--- src/rtl/cic_decimator_1bit.sv ---
// cic_decimator_1bit: 3rd-order decimating CIC filter for a 1-bit sigma-delta stream, with a valid/ready PCM output.
// Define CIC_ROUND_EN to round half up before the right shift instead of truncating.
module cic_decimator_1bit #(
   parameter int MAX_RATE_LOG2 = 8,
   parameter int OUT_WIDTH = 16
) (
   input  logic                 filter_clock,
   input  logic                 reset,
   input  logic                 bitIn,
   input  logic [3:0]           rateLog2,
   output logic [OUT_WIDTH-1:0] sample_out,
   output logic                 sample_valid,
   input  logic                 sample_ready,
   output logic                 overrun,
   input  logic                 clear_overrun
);
   localparam int ACC_WIDTH = 3*MAX_RATE_LOG2+2;
   localparam int WW = ACC_WIDTH+OUT_WIDTH;
   localparam logic [5:0] OW1 = 6'(OUT_WIDTH-1);
   localparam logic [3:0] KMAX = 4'(MAX_RATE_LOG2);
   localparam logic signed [WW-1:0] SAT_HI = WW'(2**(OUT_WIDTH-1)-1);
   localparam logic signed [WW-1:0] SAT_LO = ~SAT_HI;
   logic [3:0] k_in, keff;
   logic [MAX_RATE_LOG2-1:0] cnt;
   logic [MAX_RATE_LOG2:0] rmax;
   logic signed [ACC_WIDTH-1:0] x, i1, i2, i3, i1n, i2n, i3n, d1, d2, d3, c1, c2, c3;
   logic signed [WW-1:0] ext, rnd, sum, wide;
   logic [OUT_WIDTH-1:0] sat;
   logic [5:0] tk, rsh, lsh;
   logic [1:0] settle;
   logic strobe, restart, load, set_ovr;
   // rate clamp, integrator/comb chain, scaling and saturation
   always_comb begin
      k_in = rateLog2 == 4'd0 ? 4'd1 : rateLog2 > KMAX ? KMAX : rateLog2;
      restart = k_in != keff;
      rmax = (MAX_RATE_LOG2+1)'((1 << keff) - 1);
      strobe = {1'b0, cnt} == rmax;
      x = bitIn ? ACC_WIDTH'(1) : '1;
      i1n = i1 + x;
      i2n = i2 + i1n;
      i3n = i3 + i2n;
      c1 = i3n - d1;
      c2 = c1 - d2;
      c3 = c2 - d3;
      tk = 6'(keff) * 6'd3;
      rsh = tk - OW1;
      lsh = OW1 - tk;
      ext = WW'(c3);
`ifdef CIC_ROUND_EN
      rnd = tk > OW1 ? WW'(1) << (rsh - 6'd1) : '0;
`else
      rnd = '0;
`endif
      sum = ext + rnd;
      wide = tk > OW1 ? sum >>> rsh : ext <<< lsh;
      sat = wide > SAT_HI ? SAT_HI[OUT_WIDTH-1:0] : wide < SAT_LO ? SAT_LO[OUT_WIDTH-1:0] : wide[OUT_WIDTH-1:0];
      load = strobe && !restart && settle == 2'd0;
      set_ovr = load && sample_valid && !sample_ready;
   end
   // filter state: restart on reset or rate change, otherwise integrate every cycle and comb on strobe
   always_ff @(posedge filter_clock) begin
      if (reset || restart) begin
         keff <= k_in;
         cnt <= '0;
         i1 <= '0;
         i2 <= '0;
         i3 <= '0;
         d1 <= '0;
         d2 <= '0;
         d3 <= '0;
         settle <= 2'd3;
      end else begin
         i1 <= i1n;
         i2 <= i2n;
         i3 <= i3n;
         cnt <= strobe ? '0 : cnt + 1'b1;
         if (strobe) begin
            d1 <= i3n;
            d2 <= c1;
            d3 <= c2;
            if (settle != 2'd0) settle <= settle - 2'd1;
         end
      end
   end
   // output sample register, valid/ready handshake and sticky overrun
   always_ff @(posedge filter_clock) begin
      if (reset) begin
         sample_out <= '0;
         sample_valid <= 1'b0;
         overrun <= 1'b0;
      end else begin
         if (load) sample_out <= sat;
         sample_valid <= load || (sample_valid && !sample_ready);
         overrun <= set_ovr || (overrun && !clear_overrun);
      end
   end
endmodule
--- config.mk ---
export PLATFORM = sky130hd
export DESIGN_NAME = cic_decimator_1bit
export DESIGN_NICKNAME = d
export VERILOG_FILES = /design/src/rtl/cic_decimator_1bit.sv
export SDC_FILE = /design/constraint.sdc
export NUM_CORES = 1
export LEC_CHECK = 0
export BUFFER_PORTS_ARGS = -buffer_cell sky130_fd_sc_hd__buf_2
export CAP_MARGIN = 20
export CELL_PAD_IN_SITES_DETAIL_PLACEMENT = 0
export CELL_PAD_IN_SITES_GLOBAL_PLACEMENT = 1
export CORE_ASPECT_RATIO = 1.75
export CORE_UTILIZATION = 40
export DETAILED_ROUTE_END_ITERATION = 10
export GPL_TIMING_DRIVEN = 0
export PLACE_DENSITY_LB_ADDON = 0.1
export REMOVE_ABC_BUFFERS = 1
export SLEW_MARGIN = 20
export SYNTH_ARGS = -nofsm -noshare
export SYNTH_HDL_FRONTEND = slang
export SYNTH_SLANG_ARGS = --single-unit
--- constraint.sdc ---
create_clock -name filter_clock -period 22.1 [get_ports filter_clock]
set_clock_uncertainty 0.1 [all_clocks]
set_input_delay 6.63 -clock filter_clock [delete_from_list [all_inputs] [get_ports filter_clock]]
set_output_delay 6.63 -clock filter_clock [all_outputs]
set_load 0.02 [all_outputs]
* After elaboration in Yosys (flattened, before gate mapping)
Cells that the tools add are included.
Word-level totals: bits of input ports 9, flip-flop bits (word level) 188
Cells by class: multiplexer cells 6, equal/unequal tests 2, add/sub/neg operators 11, shift-type cells 3, order comparisons 4, reduce and logical (&&, ||, !) cells 17, multiply operators 1
Operators with widths (number):
- 26-bit adder | 3
- 26-bit subtractor | 3
- 42-bit by 16-bit greater-than comparator with 1-bit output, second input constant | 1
- 42-bit by 16-bit less-than comparator with 1-bit output, second input constant | 1
- 42-bit two-way mux | 1
- 26-bit by 6-bit <<< shifter with 42-bit output | 1
- 26-bit by 6-bit >>> shifter with 42-bit output | 1
- 16-bit two-way mux | 2
- 26-bit two-way mux | 1
- 8-bit by 9-bit == test with 1-bit output | 1
- 1-bit by 4-bit << shifter with 9-bit output, first input constant | 1
- 9-bit by 2-bit subtractor with 9-bit output, second input constant | 1
- 8-bit by 1-bit adder with 8-bit output, second input constant | 1
- 4-bit two-way mux | 2
- 6-bit by 4-bit greater-than comparator with 1-bit output, second input constant | 1
- 1-bit logical AND | 6
- 4-bit by 2-bit multiplier with 6-bit output, second input constant | 1
- 4-bit by 6-bit subtractor with 6-bit output, first input constant | 1
- 6-bit by 4-bit subtractor with 6-bit output, second input constant | 1
- 4-bit greater-than comparator, second input constant | 1
- 4-bit logical NOT | 1
- 4-bit inequality test | 1
- 1-bit logical NOT | 3
- 1-bit logical OR | 3
- other kinds (5) | 5

* Longest topological paths before layout
word-level depth 12, gate-level depth with buffers 62, gate-level depth less buffers 60

* Worst setup path after synthesis
OpenSTA, ideal clock, no wires.
kind input to register, from input port bitIn, to register sample_out[11], setup time 80 ps, data required time 21920 ps, setup slack 4620 ps, arrival time 17300 ps, stages on the path 55, buffers on the path 2, cell sequence inv_1 -> ha_1 -> nor2b_1 -> o21ai_0 -> and3_1 -> nor2_1 -> ha_1 -> a21boi_0 -> o21ai_0 -> a21boi_0 -> o21ai_0 -> nand2b_1 -> a21oi_1 -> o21bai_1 -> a21o_1 -> a21o_1 -> a21o_1 -> a21oi_1 -> (+19 left out) -> xor2_1 -> ha_1 -> buf_1 -> xnor2_1 -> nor2_1 -> a32o_1 -> or2_0 -> a221o_1 -> o311a_1 -> or3_1 -> o21ai_0 -> a21bo_2 -> or4_1 -> nor4_1 -> a31o_2 -> buf_6 -> nand3_1 -> a211oi_2
Between the ends: longest elaborated chain between the ends 12
RTL lines:
- start, declared | line 9 | input logic bitIn,
- 26-bit two-way mux * | line 38 | x = bitIn ? ACC_WIDTH'(1) : '1;
- 26-bit adder * | line 39 | i1n = i1 + x;
- net i1n[4] | line 26 | logic signed [ACC_WIDTH-1:0] x, i1, i2, i3, i1n, i2n, i3n, d1, d2, d3, c1, c2, c3;
- 26-bit adder * | line 40 | i2n = i2 + i1n;
- net i2n[14] | line 26
- 26-bit adder * | line 41 | i3n = i3 + i2n;
- net i3n[17] | line 26
- 26-bit subtractor * | line 42 | c1 = i3n - d1;
- net c1[18] | line 26
- 26-bit subtractor * | line 43 | c2 = c1 - d2;
- net c2[19] | line 26
- 26-bit subtractor * | line 44 | c3 = c2 - d3;
- 26-bit by 6-bit <<< shifter with 42-bit output or 26-bit by 6-bit >>> shifter with 42-bit output (tied branches) | line 55 | wide = tk > OW1 ? sum >>> rsh : ext <<< lsh;
- 42-bit two-way mux * | line 55
- 42-bit by 16-bit less-than comparator with 1-bit output | line 56 | sat = wide > SAT_HI ? SAT_HI[OUT_WIDTH-1:0] : wide < SAT_LO ? SAT_LO[OUT_WIDTH-1:0] : wide[OUT_WIDTH-1:0];
- 16-bit two-way mux | line 56
- 16-bit two-way mux * | line 56
- end signal, assigned | line 92 | if (load) sample_out <= sat;
- end, declared | line 11 | output logic [OUT_WIDTH-1:0] sample_out,
The timed path passes the listed nets; every way through them passes the cells marked *. A chain may end at the register's enable or synchronous reset.

* Worst setup path in the final report
from input port bitIn, to register sample_out[1]
Same word-level chain as after synthesis.

==> flow_summary.ini <==
[global_routing]
overflow = 0
grt_pass1_wl_mm = 90.65
grt_pass1_vias = 16720
antenna_found_initial = 0
grt_max_degree = 61
track_usage_pct = 25.89

[drt]
routed_via_density = 5.736
first_iter_violations = 796
drtAntennaViolNets = 0
via_count = 16860
routed_wl_mm = 58.33
wl_per_cell_um = 19.85
firstDrtPassIters = 6
drc = 0

[floorplan]
pin_count = 27
dieHeight_um = 281.1
die_w_um = 161.5
rows = 101
initial_utilization_pct = 40.85
die_area_mm2 = 0.04541
core_mm2 = 0.04360

[timing]
max_slew.worst_pin.slew_ps = 1023
post-route-min-period_ps = 20830
rsz0062_at_grt = no
slew_headroom_pct = 31.31
setup_viol = 0
fmax_ghz = 0.04801
hold_viol = 0
period_share_pct = 94.25
holdWs_ps = 367.8
tns_ps = 0
drv_slew = 0

[worst_hold_path]
min_path_cells = 2
hold_class = flip-flop to flip-flop
min_to = d2[22]
min_from = d2[22]

[yosys]
synth-xor-area-share_pct = 7.559
synth_compound_area_share_pct = 25.47
synth_mux_area_share_pct = 6.119
synthArstFlopShare_pct = 0
syn_area_mm2 = 0.01781
synth_edf_count = 4
ys_types = 90
syn_inst = 2392
synth_fa_ha_area_share_pct = 12.38
ys_ff_latch = 188
synth_flop_cell = dfxtp_1
synth-simple-area-share_pct = 21.26
ys_seq_area_share_pct = 21.36
avgSynthCellArea_um2 = 7.446
synth_top_family_by_area = compound AO/OA/AOI/OAI gates
ys_warn_count = 0

[setup_path]
r2r_slack_ps = 8010
cpPeakStageDelay_ps = 780
slowest_stage = xnor2_1
required_ps = 22380
reg2reg_from = i1[0]
reg2reg_depth = 53
worstReg2RegEnd = sample_out[1]
worstPathMaxFanout = 24
worstPathArrival_ps = 21110
cp-end-kind = flip-flop
critical_path_class = primary input to flip-flop
cp-start-kind = primary input

[placement]
dp_cells = 2907
numPortBuffers = 26
place_congestion = 0.9907
dp_hpwl_mm = 46.48

[clock_tree]
cts_root_buf = clkbuf_16
cts_tree = yes
cts-resized-gates = 0
holdBufCountCts = 0
cts.path.max_buffers = 2
htreeDepth = 4
clock_latency_ps = 460
clk_pin_slew_ps = 90
cts.sinks = 188
cts_buffers = 17
post_cts_buffers = 0

[cells_and_area]
syn_to_final_growth_pct = 9.027
nets = 2541
drive_gt1_share_pct = 6.405
post-route-util_pct = 44.54
post_layout_nonfiller_instances = 2939
diodes = 0
n_fill_cell = 4485

[flow_run]
drv_cap = 0

[outcome]
status = finished clean
==> final cells by class <==
| class | instances | area (µm²) | area share, % |
|---|---|---|---|
| multi-input cells | 1929 | 13100 | 67.45 |
| flip-flops and latches | 188 | 3804 | 19.59 |
| well taps | 566 | 708.2 | 3.647 |
| inverters | 167 | 631.9 | 3.254 |
| repair buffers | 57 | 526.8 | 2.713 |
| clock buffers | 17 | 425.4 | 2.191 |
| clock inverters | 15 | 225.2 | 1.160 |
==> worst max-delay path, delay by kind of cell <==
family,cells,cell delay (ps)
compound gates,23,6450
xor+xnor,5,1530
fa+ha+maj,6,2210
buf+inv,3,940
mux,1,240
simple gates,16,3070
==> registers in the layout, indices dropped and copies added, names as in the netlist <==
register      flops
d1               26
i1               26
cnt               8
settle            2
i3               26
overrun           1
sample_valid      1
i2               26
keff              4
d3               26
sample_out       16
d2               26
==> worst max-delay path by stage <==
stage	cells after the start	start	endpoint	slack, ps
after floorplan	55	bitIn	sample_out[10]	4340
after global placement	53	bitIn	sample_out[10]	230
after detailed placement	54	bitIn	sample_out[10]	700
after CTS	54	bitIn	sample_out[10]	1150
after global routing	54	bitIn	sample_out[10]	320
final	54	bitIn	sample_out[1]	1270
==> metrics by stage <==
step                cell area [µm²]  setup slack (ps)
CTS                           19420              1154
detailed placement            18770             696.6
floorplan                     17400              4338
global route                  19420             316.1
finish                        19420              1271
global placement              18230             228.8
==> cells in the final DEF (no fill, tap or decap), types with 50 or more instances in the layout <==
master	Yosys	layout
nor2_1	322	322
a21oi_1	163	162
nor3_1	64	63
o21ai_0	140	138
nand2_1	196	196
mux2i_1	83	83
xnor2_1	94	91
and2_1	76	76
a211oi_1	50	50
ha_1	165	163
dfxtp_1	184	184
inv_1	166	163
==> synth_stat cells, types with 15 or more instances <==
master	n	share of area (%)
xnor2_1	94	4.6
o211ai_1	30	1.3
xor2_1	48	2.4
a31oi_1	32	1.1
ha_1	165	12
a211oi_1	50	2.1
a21oi_1	163	4.6
nor3_1	64	1.8
a21o_1	47	2.0
buf_1	15	0.32
o21a_1	30	1.3
nand3_1	39	1.1
nor2_1	322	6.8
o21bai_1	19	0.80
o22ai_1	15	0.53
a21boi_0	19	0.80
and3_1	23	0.81
o21ai_0	140	3.9
inv_1	166	3.5
dfxtp_1	184	21
nand2b_1	19	0.67
clkbuf_1	90	1.9
nor2b_1	20	0.70
and2_1	76	2.7
mux2i_1	83	4.7
nand2_1	196	4.1
==> logic make-up (layout without fill, tap and decap cells) <==
group	count (synthesis)	in the layout
flops	188	188
buf+inv	275	256
fa+ha+maj	172	172
mux	98	98
compound gates	686	686
xor+xnor	147	147
simple gates	826	826
==> layer usage <==
metal / vias up / global-route usage, % / share of wire [%]
met5: - / 0 / 0
met4: 0 / 20.17 / 8.2
met2: 379 / 51.06 / 54
met1: 7873 / 23.89 / 35
met3: 157 / 2.465 / 2.6
li1: 8448 / - / -
Power is left out: the tool's default activity adds up to more than one toggle a clock period on the data nets, which glitch-free logic cannot reach.
